**config.mk**
```make
export PLATFORM = sky130hd
export DESIGN_NAME = pcm_mem_arbiter
export DESIGN_NICKNAME = d
export VERILOG_FILES = /design/src/rtl/pcm_mem_arbiter.sv
export SDC_FILE = /design/constraint.sdc
export NUM_CORES = 1
export LEC_CHECK = 0
export BUFFER_PORTS_ARGS = -buffer_cell sky130_fd_sc_hd__buf_2
export CORE_ASPECT_RATIO = 2
export CORE_MARGIN = 2
export CORE_UTILIZATION = 49
export CTS_CLUSTER_DIAMETER = 30
export CTS_CLUSTER_SIZE = 12
export DETAILED_ROUTE_END_ITERATION = 16
export GPL_ROUTABILITY_DRIVEN = 0
export PLACE_DENSITY = 0.95
export SKIP_CTS_REPAIR_TIMING = 1
export SLEW_MARGIN = 10
export SYNTH_ARGS = -nofsm -noshare
export SYNTH_HDL_FRONTEND = slang
export SYNTH_SLANG_ARGS = --single-unit
```
**constraint.sdc**
```tcl
create_clock -name clk -period 4.45 [get_ports clk]
set_input_delay 0.445 -clock clk [delete_from_list [all_inputs] [get_ports clk]]
set_output_delay 0.445 -clock clk [all_outputs]
set_load 0.005 [all_outputs]
```
**src/rtl/pcm_mem_arbiter.sv**
```systemverilog
// pcm_mem_arbiter: round-robin arbiter that serves four CPUs through one PCM memory port,
// one access at a time, and ends each access with a one-cycle ready pulse.
module pcm_mem_arbiter #(
    parameter int          MEM_AW   = 11,
    parameter logic [15:0] OOR_DATA = 16'h0000
) (
    input  logic              clk,
    input  logic              reset,
    input  logic              cpu0_ce_n,
    input  logic              cpu0_we_n,
    input  logic [19:0]       cpu0_addr,
    input  logic [15:0]       cpu0_wdata,
    output logic              cpu0_ready,
    output logic [15:0]       cpu0_rdata,
    input  logic              cpu1_ce_n,
    input  logic              cpu1_we_n,
    input  logic [19:0]       cpu1_addr,
    input  logic [15:0]       cpu1_wdata,
    output logic              cpu1_ready,
    output logic [15:0]       cpu1_rdata,
    input  logic              cpu2_ce_n,
    input  logic              cpu2_we_n,
    input  logic [19:0]       cpu2_addr,
    input  logic [15:0]       cpu2_wdata,
    output logic              cpu2_ready,
    output logic [15:0]       cpu2_rdata,
    input  logic              cpu3_ce_n,
    input  logic              cpu3_we_n,
    input  logic [19:0]       cpu3_addr,
    input  logic [15:0]       cpu3_wdata,
    output logic              cpu3_ready,
    output logic [15:0]       cpu3_rdata,
    output logic [MEM_AW-1:0] mem_address,
    output logic              mem_chipselect,
    output logic              mem_clken,
    output logic              mem_write,
    output logic [15:0]       mem_writedata,
    output logic [1:0]        mem_byteenable,
    input  logic [15:0]       mem_readdata,
    output logic              oor_err
);
    typedef enum logic [1:0] {IDLE, ISSUE, RDWAIT, DONE} state_t;
    state_t            r_state;
    logic [1:0]        r_p, r_g, w_gnt;
    logic              r_we_n, r_oor, w_oor;
    logic [3:0]        w_req, w_we_n, r_ready;
    logic [19:0]       w_addr [4];
    logic [15:0]       w_wdata [4];
    logic [15:0]       r_rdata [4];
    logic [MEM_AW-1:0] r_mem_addr;
    logic [15:0]       r_mem_wdata;
    logic              r_mem_cs, r_mem_we, r_oor_err;

    assign w_req   = ~{cpu3_ce_n, cpu2_ce_n, cpu1_ce_n, cpu0_ce_n};
    assign w_we_n  = {cpu3_we_n, cpu2_we_n, cpu1_we_n, cpu0_we_n};
    assign w_addr  = '{cpu0_addr, cpu1_addr, cpu2_addr, cpu3_addr};
    assign w_wdata = '{cpu0_wdata, cpu1_wdata, cpu2_wdata, cpu3_wdata};

    // Scan from the farthest slot back to p so the nearest requester after p wins.
    always_comb begin
        w_gnt = r_p;
        for (int k = 3; k >= 0; k--)
            w_gnt = w_req[2'(r_p + 2'(k))] ? 2'(r_p + 2'(k)) : w_gnt;
    end

    assign w_oor = |(w_addr[w_gnt] >> MEM_AW);

    always_ff @(posedge clk or negedge reset) begin
        if (!reset) begin
            r_state     <= IDLE;
            r_p         <= '0;
            r_g         <= '0;
            r_we_n      <= 1'b1;
            r_oor       <= 1'b0;
            r_ready     <= '0;
            r_rdata     <= '{default: '0};
            r_mem_addr  <= '0;
            r_mem_wdata <= '0;
            r_mem_cs    <= 1'b0;
            r_mem_we    <= 1'b0;
            r_oor_err   <= 1'b0;
        end else begin
            r_ready  <= '0;
            r_mem_cs <= 1'b0;
            r_mem_we <= 1'b0;
            case (r_state)
                IDLE: if (|w_req) begin
                    r_g       <= w_gnt;
                    r_we_n    <= w_we_n[w_gnt];
                    r_oor     <= w_oor;
                    r_oor_err <= r_oor_err | w_oor;
                    r_state   <= ISSUE;
                    if (!w_oor) begin
                        r_mem_cs    <= 1'b1;
                        r_mem_we    <= ~w_we_n[w_gnt];
                        r_mem_addr  <= w_addr[w_gnt][MEM_AW-1:0];
                        r_mem_wdata <= w_wdata[w_gnt];
                    end
                end
                ISSUE: begin
                    r_state <= r_we_n ? RDWAIT : DONE;
                    if (!r_we_n) r_ready[r_g] <= 1'b1;
                end
                RDWAIT: begin
                    r_rdata[r_g] <= r_oor ? OOR_DATA : mem_readdata;
                    r_ready[r_g] <= 1'b1;
                    r_state      <= DONE;
                end
                DONE: begin
                    r_p     <= r_g + 2'd1;
                    r_state <= IDLE;
                end
            endcase
        end
    end

    assign {cpu3_ready, cpu2_ready, cpu1_ready, cpu0_ready} = r_ready;
    assign cpu0_rdata     = r_rdata[0];
    assign cpu1_rdata     = r_rdata[1];
    assign cpu2_rdata     = r_rdata[2];
    assign cpu3_rdata     = r_rdata[3];
    assign mem_address    = r_mem_addr;
    assign mem_chipselect = r_mem_cs;
    assign mem_write      = r_mem_we;
    assign mem_writedata  = r_mem_wdata;
    assign mem_clken      = 1'b1;
    assign mem_byteenable = 2'b11;
    assign oor_err        = r_oor_err;
endmodule

```
# Yosys cells after proc, flatten, opt, wreduce, memory -nomap -nowiden
# Index checks and enable logic that the tools add are counted.
# totals
regBits	106
out_inout_bits	101
elab_cells	83
# op_classes
addsub	4
n_lt_le_gt_ge	10
eq_ne	4
n_mux	37
n_bitwise	6
n_reduce_logical	7
# ops
operator	n
bitwise mux 64 bit	1
2-to-1 mux 16 bit	4
binary-select mux 20 bit (select 2 bit)	1
2-to-1 mux 20 bit	2
binary-select mux 16 bit (select 2 bit)	1
demux 16 bit (select 2 bit)	1
less-than comparator 2 x 3 -> 1 bit (second input constant)	6
2-to-1 mux 1 bit	13
binary-select mux 1 bit (select 2 bit)	5
2-to-1 mux 2 bit	5
OR reduction 9 bit	1
case mux 2 bit (4 select lines)	1
case mux 4 bit (2 select lines)	1
greater-or-equal comparator 3 bit (second input constant)	2
NOT 2 -> 3 bit	2
adder 2 x 1 -> 2 bit (second input constant)	2
adder 2 bit (second input constant)	2
== test 2 bit (second input constant)	2
2-to-1 mux 4 bit	1
NOT 4 bit	1
OR reduction 4 bit	1
less-than comparator 3 x 1 -> 1 bit (second input constant)	1
AND reduction 3 bit	1
demux 1 bit (select 2 bit)	1
8 further kinds	10

# Longest topological paths before layout
# Gate-level depths: netlist of the first run.
# depth
word_depth	15
mapped_depth	8
mapped_depth_nobuf	6

# Worst setup path after synthesis of the first run
# OpenSTA, ideal clock, no wires.
# synth_path
path_type	input -> register
start	in cpu1_ce_n
end	reg r_mem_addr[10], in the netlist mem_address[10]
setup_ps	128
t_arrival_ps	1933
required_ps	4322
path_slack_ps	2389
path_stages	8
n_path_buf	2
cell_sequence	nor3b_1 -> a311oi_1 -> o2bb2ai_1 -> buf_4 -> buf_4 -> mux2i_1 -> mux2i_1 -> mux2_1
# synth_via
elab_chain_len	14
# synth_rtl
item	line_no	text
start, declared	15	input logic cpu1_ce_n,
NOT 4 bit *	54	assign w_req = ~{cpu3_ce_n, cpu2_ce_n, cpu1_ce_n, cpu0_ce_n};
binary-select mux 1 bit (select 2 bit)	63	w_gnt = w_req[2'(r_p + 2'(k))] ? 2'(r_p + 2'(k)) : w_gnt;
2-to-1 mux 1 bit (implied by the code)	63	
2-to-1 mux 2 bit (4 in series)	63	
NOT 2 -> 3 bit (implied by the code)	66, 96	
binary-select mux 20 bit (select 2 bit)	66, 96	
2-to-1 mux 20 bit (implied by the code) (2 in series)	96	r_mem_addr <= w_addr[w_gnt][MEM_AW-1:0];
OR reduction 9 bit	66	assign w_oor = |(w_addr[w_gnt] >> MEM_AW);
NOT 1 bit (no source line)	n/a	
AND reduction 3 bit (no source line)	n/a	
end signal, assigned	96	
end, declared	50	logic [MEM_AW-1:0] r_mem_addr;
# Every way passes the cells marked *; elsewhere a longest branch is shown, timed or not. The select of a mux whose other input is x is not followed.
# A chain may end at the register's enable or synchronous reset.

# Worst setup path in the final report of the first run
# layout_path
start	reg r_p[1]
end	reg r_mem_wdata[11], in the netlist mem_writedata[11]
# layout_via
elab_chain_len	14
# layout_rtl
item	line_no	text
start, declared	44	logic [1:0] r_p, r_g, w_gnt;
start signal, assigned	110	r_p <= r_g + 2'd1;
adder 2 bit	63	
binary-select mux 1 bit (select 2 bit)	63	
2-to-1 mux 1 bit (implied by the code)	63	
2-to-1 mux 2 bit (3 in series)	63	
2-to-1 mux 2 bit *	63	
NOT 2 -> 3 bit (implied by the code) *	66, 97	
binary-select mux 20 bit (select 2 bit)	66	
2-to-1 mux 20 bit (2 in series)	n/a	
OR reduction 9 bit	66	
NOT 1 bit (no source line)	n/a	
AND reduction 3 bit (no source line)	n/a	
end signal, assigned	97	r_mem_wdata <= w_wdata[w_gnt];
end, declared	51	logic [15:0] r_mem_wdata;
# Marked as above.

==> results.md, run 1 <==
- The aggregate global-route resource usage is 0.2471.
- The origin of the critical flop-to-flop path is r_p[1].
- The total number of vias is 4377.
- The kind of launch point of the worst setup path is a flop.
- In this run, placement finished with an instance count of around 850.
- The time the final worst path needs with I/O delays and setup is between 2 and 3 ns.
- The full die area is roughly 0.011 sq mm.
- The synthesized netlist occupies a cell area of ~0.0051 sq mm.
- The worst register-to-register path ends at mem_writedata[11].
- The maximum buffer depth of the clock tree is 2.
- The number of synthesized flops with an enable pin is 0.
- The first TritonRoute pass finished after 4 iterations.
- The number of primary I/O pins is 271.
- The max-cap violation count is 0.
- In the synthesized netlist the dominant register cell turns out to be sky130_fd_sc_hd__dfrtp_1.
- The max-slew violation total from the final report came to 0.
- The number of routed nets with antenna violations is 0.
- The clock tree root buffer cell is sky130_fd_sc_hd__clkbuf_16.
- At the end of the flow, the number of nets in the layout was ~900.
- STA puts the critical path data arrival time at approximately 3.1 ns.
- The die is between 70 and 80 microns wide.
- The distinct cell type count after synthesis is 28.
- The worst IR drop on VDD is about 0.24 mV.
- The sequential cell area in the final layout is around 0.0027 sq mm.
- The post-synthesis async set-or-reset flop share is 1.000.
- The final cell count without fillers is 869.
- The critical path is of the flop to flop type.
- The detailed router finished its first iteration with 262 violations.
- The share of the Yosys chip area taken by registers is 0.5220.
- The count of buffers inserted at the top-level ports is around 270.
- Fill cells in the final layout number approximately 800.
- The worst pin sits at a relative slew slack of 0.3350.
- The average wire per standard cell is 15.84 microns.
- The area growth from synthesis to layout is 33.57%.
- The path class of the tightest hold or removal check is primary input to asynchronous set/reset pin.
- Setup repair after global routing left no endpoint under its margin.
- TritonCTS created 9 clock buffers.
- The total number of yosys warnings is 0.
- The die is roughly 150 microns tall.
- The power per cell area is 505.8 mW/mm^2.
- The number of global-route vias before repair was 4495.
- STA classifies the critical path endpoint as a flop.
- The initial utilization of the core area, before any placement, comes to 0.5041.
- The cell row count is 52.
- The worst slack on hold paths is ~0.20 ns.
- Setup violations remaining at the end of the flow were counted as 0.
- The fmax is ~350 MHz.
- The clock tree from TritonCTS is yes.
- The largest driver fanout on the critical path is 41.
- In the final layout, the multi-input gates occupy 0.002276 sq mm.
- The number of cells on the worst reg-to-reg path is 7.
- For this run, design rule violations remaining after detail routing come to 0.
- The post-detailed-routing wire length is between 10 and 15 mm.
- The final hold violation count is 0.
- The clock slew seen by the registers of the worst setup and hold paths is about 0.08 ns.
- Each instance of the synthesized netlist takes up on average between 10 and 15 sq um.
- The actual transition at the worst max-transition pin is around 1 ns.
- The first global-routing pass estimated ~22 mm of wire.
- In the finished design, the share of the clock period the worst path needs comes to 0.6508.
- For the worst-skew pair, the clock arrives at the later sink with an insertion delay of around 0.34 ns.
- The floorplan step defined a core boundary enclosing 0.01008 sq mm.
- Entering global routing, the biggest net connects 66 pins.
- The synthesized flop and latch total is 106.
- The final-layout setup total negative slack is 0 ns.
- The estimated wirelength of the detail-placed design is between 10 and 15 mm.
- The number of clock sinks seen by CTS is around 110.
- In the routed layout, each cell is associated on average with a via count of ~5.
- After technology mapping, the gate count stands at between 400 and 500.
- The analysis attributes to cell leakage a power of 3.848 nW.
- The H-tree was split into 3 levels.
- The initial antenna violation count is 4.
- The flow ran to the end, and the final reports show no timing, DRC or antenna violations.
- The overflow left after global routing is 0.
- Across all register-to-register paths, the minimum setup slack is 1.55 ns.
- Clock skew on the completed layout was measured at around 0.01 ns.
- The fraction of final layout cells sized beyond drive strength 1 is 0.4079.
- At the worst endpoint, the required time is 4.67 ns.
-- cell type report --
cell class	instances	share of cell area
inverter	11	0.006081
timing repair buffer	270	0.2005
multi-input combinational	330	0.3352
antenna	1	0.0003685
tap	135	0.02488
clock inverter	6	0.008476
sequential	106	0.3908
clock buffer	10	0.03372
-- through the flow --
step / utilization / power (mW) / cell area [sq um] / setup slack [ns]
after floorplan: - / 2.190 / 5091 / 2.389
after global placement: 0.6447 / 2.636 / 6501 / 1.534
after detailed placement: 0.6447 / 2.708 / 6501 / 1.427
after CTS: 0.6731 / 3.472 / 6788 / 1.538
after global routing: 0.6733 / 3.676 / 6790 / 1.360
final: 0.6733 / 3.435 / 6790 / 1.554
-- worst max-delay path: stages, from the launching register on --
cell	delay, ns
sky130_fd_sc_hd__dfrtp_1	0.51
sky130_fd_sc_hd__nor3b_1	0.10
sky130_fd_sc_hd__a311oi_1	0.39
sky130_fd_sc_hd__o2bb2ai_4	0.37
sky130_fd_sc_hd__buf_4	0.64
sky130_fd_sc_hd__mux2i_1	0.27
sky130_fd_sc_hd__mux2i_1	0.11
sky130_fd_sc_hd__mux2_1	0.33
-- cell families after synthesis --
logic type      Yosys count  synth area share
flops                   106            0.5220
simple gates            124            0.1007
other cells               1         0.0007377
buf+inv                  38           0.03716
fa+ha+maj                 8           0.01969
mux                     116            0.2355
compound gates           79           0.08417
-- worst max-delay path by stage --
stage                     slack, ns           endpoint       from  depth (start not counted)
final                          1.55  mem_writedata[11]     r_p[1]                          7
after global routing           1.36     mem_address[6]     r_p[0]                          7
after CTS                      1.54     mem_address[5]     r_p[1]                          6
after detailed placement       1.43     mem_address[5]  cpu1_ce_n                          7
after global placement         1.53     mem_address[6]  cpu3_ce_n                          8
after floorplan                2.39    mem_address[10]  cpu1_ce_n                          8
-- layer usage --
layer | global-route usage | vias to the layer above | share of wire
met2 | 0.4714 | 208 | 0.56
met4 | 0.1209 | 6 | 0.038
li1 | - | 2138 | -
met5 | 0 | - | 0.0026
met1 | 0.2451 | 1989 | 0.34
met3 | 0.06105 | 36 | 0.063
-- cell usage after synthesis (all sizes together), types with 2 or more instances --
master | count | share of area
nor2b | 4 | 0.0049
mux2 | 29 | 0.064
nor4 | 8 | 0.0098
ha | 8 | 0.020
o21ai | 71 | 0.070
buf | 13 | 0.019
clkbuf | 14 | 0.010
dfrtp | 105 | 0.52
inv | 10 | 0.0074
nor2 | 11 | 0.0081
nand3 | 3 | 0.0030
mux2i | 87 | 0.17
nand2 | 94 | 0.069
a21oi | 3 | 0.0030
nor3b | 2 | 0.0030
-- where the power goes --
| part | internal [mW] | total [mW] | switching (mW) |
|---|---|---|---|
| combinational | 0.587 | 1.28 | 0.691 |
| sequential | 1.23 | 1.39 | 0.160 |
| clock | 0.394 | 0.762 | 0.368 |
-- state kept, by name (all words and copies together), names as in the netlist --
| register | flops |
|---|---|
| cpu1_rdata | 16 |
| r_we_n | 1 |
| mem_write | 1 |
| r_ready | 4 |
| cpu0_rdata | 16 |
| cpu3_rdata | 16 |
| r_g | 2 |
| r_p | 2 |
| r_state | 2 |
| oor_err | 1 |
| mem_chipselect | 1 |
| mem_address | 11 |
| r_oor | 1 |
| cpu2_rdata | 16 |
| mem_writedata | 16 |
-- placed cells by master, fill, tap and decap left out, types with 9 or more instances in the layout --
master,n
sky130_fd_sc_hd__buf_2,266
sky130_fd_sc_hd__dfrtp_1,105
sky130_fd_sc_hd__nand2_1,94
sky130_fd_sc_hd__mux2i_1,87
sky130_fd_sc_hd__o21ai_0,71
sky130_fd_sc_hd__mux2_1,19
sky130_fd_sc_hd__nor2_1,11
sky130_fd_sc_hd__inv_1,10
sky130_fd_sc_hd__mux2_2,10
sky130_fd_sc_hd__clkbuf_16,9
(Power assumes the default switching activity.)
==> run 2, diff against run 1 <==
CORE_UTILIZATION = 41   (was 49)
PLACE_DENSITY = 0.87   (was 0.95)
clock period = 2.4 ns   (was 4.45 ns; I/O delays follow)
==> run 2 against run 1 <==
  * Non-clock buffer count increased by 14
  * Critical path depth increased by 1
  * Utilization decreased by 9.9 points
  * Total power increased by 90%
  * Worst setup slack got worse by 1.4 ns
  * Cell count increased by 2.9%
  * Via count increased by 1.6%
  * Sequential share of layout area decreased by 0.95 points
  * Flip-flop and latch count unchanged
  * Worst hold slack improved by 0.018 ns
  * Register-to-register slack got worse by 1.4 ns
  * Combinational power increased by 96%
==> results.md, run 2 (synthesis gave the netlist of run 1 again) <==
- The flow ran to the end, and the final reports show no timing, DRC or antenna violations.
- The number of global-route vias before repair is 4282 (-4.7%).
- The design internal power is 4.233 mW (+91%).
- The area growth from synthesis to layout is 36.89%.
- The switching share of power was 0.3508 (-0.004200).
- The number of design rule violations left after detail routing was 0 (unchanged).
- The average wire per standard cell is 14.90 microns (-5.9%).
- The largest individual stage delay along the critical path comes from the cell sky130_fd_sc_hd__dfrtp_1.
- The static leakage is 3.926 nW (+2.0%).
- Setup repair after global routing left no endpoint under its margin.
- The actual transition at the worst max-transition pin is 0.6226 ns (-0.3726 ns).
- The arrival time of data at the critical path endpoint is 2.45 ns (-0.67 ns).
- The core area is 0.01212 sq mm (+20%).
- The sequential group share of total power came to 0.394 (-0.012).
- The initial antenna violation count came to 0 (-4).
- The path class of the lowest-slack min-delay path is primary input to flop.
- The amount of wire on met3 after detailed routing is 875 microns (+1.3%).
- The endpoint kind of the worst setup timing path is a flop.
- The startpoint identified for the worst hold timing path is mem_readdata[6].
- The worst register-to-register path begins at r_p[1].
- The die height came to 161.5 microns (+9.1%).
- The worst IR drop on VDD is 0.5262 mV (+120%).
- The via count normalized by instance count was 4.977 (-1.2%).
- The fraction of power consumed by combinational cells was 0.385 (+0.013).
- The portion of total power attributed to the clock network is 0.220 (-0.002).
- The normalized max-slew margin is 0.5850 (+0.2500).
- The estimated wirelength of the detail-placed design was 10.60 mm (-3.6%).
- The power per cell area was 937.0 mW/mm^2 (+85%).
- By instance count, the cell type seen most on the critical path is sky130_fd_sc_hd__mux2i_1.
- The CTS buffer count is 9 (unchanged).
- The number of clock sinks seen by CTS was 106 (unchanged).
- The topmost layer with routed signal wires is met4.
- The fmax came to 449.0 MHz (+30%).
- The cell row count is 57 (+9.6%).
- The required time of the worst setup path is 2.63 ns (-2.04 ns).
- The time the final worst path needs with I/O delays and setup is 2.227 ns (-0.6688 ns).
- The fraction of final layout cells sized beyond drive strength 1 is 0.4177 (+0.009758).
- The power consumption is 6.521 mW (+90%).
- The end point of the worst hold path is cpu0_rdata[6].
- The total number of nets in the final design is 920 (+1.5%).
- The clock skew after layout was 0.008617 ns (-0.001398 ns).
- The aggregate global-route resource usage is 0.1984 (-0.04871).
- The initial DRC count is 139 (-47%).
- The max-slew violation total from the final report is 0 (unchanged).
- The power spent charging and discharging nets is 2.287 mW (+88%).
- The max-cap violation count is 0 (unchanged).
- The total number of vias was 4449 (+1.6%).
- The count of TritonRoute iterations in the first routing pass was 5 (+1).
- The full die area is 0.01336 sq mm (+19%).
- The number of cells on the worst hold path is 3.
- The die extent in x was 82.74 microns (+8.8%).
- The terminus of the critical flop-to-flop path is mem_writedata[15].
- The signal on the critical path passes through nor3b_1 > a311oi_1 > o2bb2ai_4 > buf_12 > buf_4 > mux2i_1 > mux2i_1 > mux2_1.
- The met2 wirelength from detailed routing came to 7.435 mm (-3.2%).
- TritonCTS built the clock tree.
- The part of the cycle the worst path needs is 0.9280 (+0.2772).
- The count of buffers inserted at the top-level ports is 267 (unchanged).
- The number of cell instances on the worst register-to-register path came to 8 (+1).
- The met1 wire length is 4.665 mm (about the same).
- The largest driver fanout on the critical path is 18 (-56%).
- The overflow left after global routing is 0 (unchanged).
- The largest net degree at the start of global routing is 62 (-6.1%).
- The delay contributed by the slowest stage of the critical path is 0.44 ns (-0.20 ns).
- The post-detailed-routing wire length is 13.32 mm (-3.2%).
- The final hold violation count is 0 (unchanged).
- The H-tree depth reported by CTS is 3 (unchanged).
- STA classifies the critical path startpoint as a flop.
- The number of routed nets with antenna violations is 0 (unchanged).
- The clock insertion delay at the later pin of the skew report is 0.34 ns (about the same).
- The clock tree root buffer cell is sky130_fd_sc_hd__clkbuf_16.
- The slack of the worst reg-to-reg path came to 0.17 ns (-1.38 ns).
- The number of setup violations in the final report is 0 (unchanged).
- The final-layout setup total negative slack is 0 ns (unchanged).
- The maximum buffer depth of the clock tree is 2 (unchanged).
- Leaving out fill and tap cells, the most frequent cells in the layout are sky130_fd_sc_hd__buf_2, sky130_fd_sc_hd__dfrtp_1, sky130_fd_sc_hd__nand2_1, sky130_fd_sc_hd__mux2i_1, sky130_fd_sc_hd__o21ai_0.
- The global-route wire length before repair came to 20.12 mm (-7.3%).
- The effective utilization at floorplan is 0.4193 (-0.08480).
- The number of primary I/O pins came to 271 (unchanged).
- The number of antenna diodes came to 0 (-1).
- Leaving out fill and tap cells, the most frequent cell in the layout is sky130_fd_sc_hd__buf_2.
- The critical path class is flop to flop.
- The clock slew seen by the registers of the worst setup and hold paths is 0.08 ns (about the same).
==> run 2: cell types whose count changed in the layout (fill, tap and decap cells not counted) <==
cell / before / now
sky130_fd_sc_hd__buf_4: 4 / 13
sky130_fd_sc_hd__buf_12: 0 / 4
sky130_fd_sc_hd__clkinvlp_4: 0 / 1
sky130_fd_sc_hd__dlygate4sd3_1: 0 / 1
sky130_fd_sc_hd__clkinv_4: 2 / 1
sky130_fd_sc_hd__diode_2: 1 / 0
==> run 2: through the flow <==
stage          hold WS [ns]  cell area (sq um)  worst slack (ns)    util  cells
6_report             0.2157               6959            0.1727  0.5740    894
5_1_grt              0.2145               6959           0.01685  0.5740    894
4_1_cts            -0.07893               6949            0.1711  0.5732    893
3_5_place_dp         0.2990               6664            0.1700  0.5496    877
3_3_place_gp         0.2882               6664            0.2301  0.5496    877
2_1_floorplan      -0.05559               5091            0.3567       -    474
==> run 2: power by group through the flow <==
stage / logic (mW) / clock network (mW) / registers [mW]
after floorplan: 1.44 / 0 / 2.62
after global placement: 2.46 / 0 / 2.59
after detailed placement: 2.54 / 0 / 2.61
after CTS: 2.55 / 1.49 / 2.57
after global routing: 2.84 / 1.57 / 2.64
final: 2.51 / 1.44 / 2.57
==> run 2: worst max-delay path, delay by kind of cell, from the launching register on <==
kind	cells	cell delay, ns
muxes	3	0.61
AOI/OAI and AO/OA	2	0.59
DFF	1	0.44
buffers and inverters	2	0.39
and+or+nand+nor	1	0.08
==> run 2: worst max path at each step <==
stage	startpoint	end	slack [ns]	cells after the start
after floorplan	r_state[0]	mem_address[10]	0.36	7
after global placement	cpu1_ce_n	mem_address[9]	0.23	9
after detailed placement	cpu1_ce_n	mem_writedata[5]	0.17	9
after CTS	r_p[1]	mem_writedata[15]	0.17	8
after global routing	r_p[0]	mem_address[9]	0.02	8
final	r_p[1]	mem_writedata[15]	0.17	8
==> run 2: area by class of cell <==
type                       count  area (sq um)
timing repair buffer         284          1519
inverter                      11         41.29
sequential                   106          2654
tap                          147         183.9
fill                        1053          5165
multi-input combinational    330          2276
clock inverter                 6         56.30
clock buffer                  10         229.0
==> run 2: per-layer routing <==
layer	up-vias	GRT usage
met2	218	0.3776
met5	-	0
li1	2168	-
met1	2039	0.1987
met4	0	0.07526
met3	24	0.04358
==> run 3, diff against run 2 <==
CORE_UTILIZATION = 49   (was 41)
PLACE_DENSITY = 0.95   (was 0.87)
clock period = 2.8 ns   (was 2.4 ns; I/O delays follow)
==> run 3 against run 2 <==
  * Via count grew 0.47%
  * Flip-flop and latch count is the same
  * Fmax is 9.4% lower
  * Combinational power is 17% lower
  * Clock skew about the same
  * Worst hold slack improved by 0.038 ns
  * Utilization rose by 11 points
  * Critical path depth decreased by 1
  * Global-route usage increased by 4.7 points
  * Largest cell class unchanged
==> results.md, run 3 (synthesis gave the netlist of run 1 again) <==
- The flow ran to the end, and the final reports show no timing, DRC or antenna violations.
- The multi-input gate area in the final layout is 0.002276 sq mm (unchanged).
- Setup repair after global routing left no endpoint under its margin.
- The placed standard-cell area is 0.006576 sq mm (-1.3%).
- The endpoint identified for the worst register-to-register timing path is mem_address[4].
- The instance count after placement with tap cells included came to 857 (-2.3%).
- The largest net degree at the start of global routing is 70 (+13%).
- The initial antenna violation count is 1 (+1).
- The number of cells on the worst hold path is 3 (unchanged).
- The clock skew after layout came to 0.008342 ns (-0.0002747 ns).
- The global-route wire length before repair is 21.72 mm (+8.0%).
- The power spent charging and discharging nets came to 1.938 mW (-15%).
- The design internal power was 3.546 mW (-16%).
- The slack of the worst reg-to-reg path is 0.34 ns (+0.17 ns).
- The actual transition at the worst max-transition pin is 0.9964 ns (+0.3739 ns).
- The worst IR drop on VDD is 0.3813 mV (-28%).
- The effective utilization at floorplan is 0.5041 (+0.08480).
- The full die area was 0.01126 sq mm (-16%).
- The H-tree depth reported by CTS is 3 (unchanged).
- The time the final worst path needs with I/O delays and setup is 2.459 ns (+0.2312 ns).
- The endpoint kind of the worst setup timing path is a flop.
- The maximum buffer depth of the clock tree is 2 (unchanged).
- The power consumption is 5.484 mW (-16%).
- The kind of cell with the highest combined delay along the critical path is compound AO/OA/AOI/OAI gates.
- The worst slack on hold paths is 0.2539 ns (+0.03819 ns).
- The count of buffers inserted at the top-level ports is 267 (unchanged).
- The switching share of power was 0.3533 (+0.002521).
- The clock slew seen by the registers of the worst setup and hold paths is 0.08 ns (about the same).
- The max-slew violation total from the final report is 0 (unchanged).
- The count of filler cells inserted in the layout is 764 (-27%).
- The area growth from synthesis to layout is 35.07%.
- The normalized max-slew margin is 0.3341 (-0.2508).
- The CTS buffer count is 9 (unchanged).
- Leaving out fill and tap cells, the most frequent cell in the layout is sky130_fd_sc_hd__buf_2.
- The count of TritonRoute iterations in the first routing pass is 6 (+1).
- The clock insertion delay at the later pin of the skew report is 0.34 ns (about the same).
- The average wire per standard cell is 16.13 microns (+8.3%).
- The number of design rule violations left after detail routing came to 0 (unchanged).
- The path with the worst hold slack has its endpoint at cpu0_rdata[6].
- The max-cap violation count is 0 (unchanged).
- The part of the cycle the worst path needs is 0.8780 (-0.04999).
- The aggregate global-route resource usage was 0.2457 (+0.04731).
- The estimated wirelength of the detail-placed design is 11.24 mm (+6.1%).
- The fraction of final layout cells sized beyond drive strength 1 is 0.4127 (-0.004951).
- The number of antenna diodes is 0 (unchanged).
- The summed area of non-filler cells in the final layout is 0.006867 sq mm (-1.3%).
- The portion of total power attributed to the clock network is 0.214 (-0.006).
- The post-detailed-routing wire length is 14.10 mm (+5.8%).
- The critical path class is flop to flop.
- The overflow left after global routing is 0 (unchanged).
- The static leakage is 3.873 nW (-1.3%).
- The total number of nets in the final design came to 912 (-0.87%).
- The sequential cell area in the final layout came to 0.002654 sq mm (unchanged).
- The core area is 0.01008 sq mm (-17%).
- The path class of the lowest-slack min-delay path is primary input to flop.
- The top cell types in the final layout, fill and taps aside, are sky130_fd_sc_hd__buf_2, sky130_fd_sc_hd__dfrtp_1, sky130_fd_sc_hd__nand2_1, sky130_fd_sc_hd__mux2i_1, sky130_fd_sc_hd__o21ai_0.
- The startpoint identified for the worst hold timing path is mem_readdata[6].
- The fraction of power consumed by combinational cells is 0.382 (-0.003).
- The number of routed nets with antenna violations is 0 (unchanged).
- The delay contributed by the slowest stage of the critical path is 0.51 ns (+0.07 ns).
- The power per cell area is 798.6 mW/mm^2 (-15%).
- The cell sitting at the root of the clock tree is a sky130_fd_sc_hd__clkbuf_16.
- The die extent in x is 76.03 microns (-8.1%).
- The via count normalized by instance count is 5.114 (+2.8%).
- Traced cell by cell, the critical path runs through nor3b_1 > a311oi_1 > o2bb2ai_4 > nand3_1 > o22ai_4 > buf_12 > mux2_2.
- The number of global-route vias before repair came to 4571 (+6.7%).
- The fmax is 406.7 MHz (-9.4%).
- The cell row count was 52 (-8.8%).
- The final cell count without fillers came to 874 (-2.2%).
- The required time of the worst setup path is 3.02 ns (+0.39 ns).
- The largest driver fanout on the critical path was 27 (+9).
- The number of clock sinks seen by CTS is 106 (unchanged).
- The number of setup violations in the final report was 0 (unchanged).
- The final hold violation count is 0 (unchanged).
- The arrival time of data at the critical path endpoint is 2.68 ns (+0.23 ns).
- The slowest stage of the critical path is the sky130_fd_sc_hd__dfrtp_1 cell.
- The number of primary I/O pins came to 271 (unchanged).
- The total number of vias is 4470 (+0.47%).
- The die height is 148.0 microns (-8.3%).
- The kind of launch point of the worst setup path is a flop.
- The clock tree from TritonCTS is yes.
- The final-layout setup total negative slack is 0 ns (unchanged).
- The count of buffering cells on the critical path with inverters included is 1 (-1).
- The number of cell instances on the worst register-to-register path is 7 (-1).
- The initial DRC count is 157 (+13%).
- In this run the critical register-to-register path is launched from r_p[1].
- The sequential group share of total power is 0.404 (+0.010).
run 3: cell types whose count changed in the layout (fill, tap and decap cells not counted), sizes merged:
cell and change:
clkinv +1, clkinvlp +3, clkbuf -1, inv -3, buf -8
run 3: metal layers:
| layer | vias to the layer above | GRT usage | share of wire |
|---|---|---|---|
| met3 | 29 | 0.04518 | 0.055 |
| met1 | 2082 | 0.2493 | 0.35 |
| li1 | 2155 | - | - |
| met5 | - | 0 | 0.00078 |
| met2 | 202 | 0.4790 | 0.57 |
| met4 | 2 | 0.1100 | 0.028 |
run 3: how the worst max path moves through the flow:
| stage | startpoint | to | slack, ns | depth (start not counted) |
|---|---|---|---|---|
| 2_1_floorplan | r_state[0] | mem_address[10] | 0.76 | 7 |
| 3_3_place_gp | r_p[1] | mem_address[6] | 0.44 | 7 |
| 3_5_place_dp | r_p[1] | mem_address[4] | 0.37 | 7 |
| 4_1_cts | r_p[1] | mem_address[4] | 0.36 | 7 |
| 5_1_grt | r_p[1] | mem_address[4] | 0.22 | 7 |
| 6_report | r_p[1] | mem_address[4] | 0.34 | 7 |
run 3: stage by stage:
| stage | util | worst slack [ns] |
|---|---|---|
| 2_1_floorplan | - | 0.7567 |
| 3_3_place_gp | 0.6521 | 0.4353 |
| 3_5_place_dp | 0.6521 | 0.3681 |
| 4_1_cts | 0.6799 | 0.3566 |
| 5_1_grt | 0.6809 | 0.2180 |
| 6_report | 0.6809 | 0.3415 |
run 3: cell type report:
| type | instances | share of cell area |
|---|---|---|
| repair buffers | 276 | 0.2106 |
| multi-input cells | 330 | 0.3314 |
| clock inverters | 7 | 0.008017 |
| clock buffers | 9 | 0.03280 |
| well taps | 135 | 0.02460 |
| inverters | 11 | 0.006013 |
| flip-flops and latches | 106 | 0.3865 |
run 3: power by group through the flow:
| stage | combinational (mW) | sequential (mW) | clock (mW) |
|---|---|---|---|
| after floorplan | 1.23 | 2.25 | 0 |
| after global placement | 2.02 | 2.22 | 0 |
| after detailed placement | 2.11 | 2.24 | 0 |
| after CTS | 2.11 | 2.21 | 1.20 |
| after global routing | 2.32 | 2.27 | 1.26 |
| final | 2.09 | 2.21 | 1.17 |
run 3: worst min-delay path, delay by kind of cell:
kind                   cells  cell delay [ns]
AND/OR/NAND/NOR            1             0.09
buffers and inverters      1             0.11
AO/OA/AOI/OAI              1             0.08
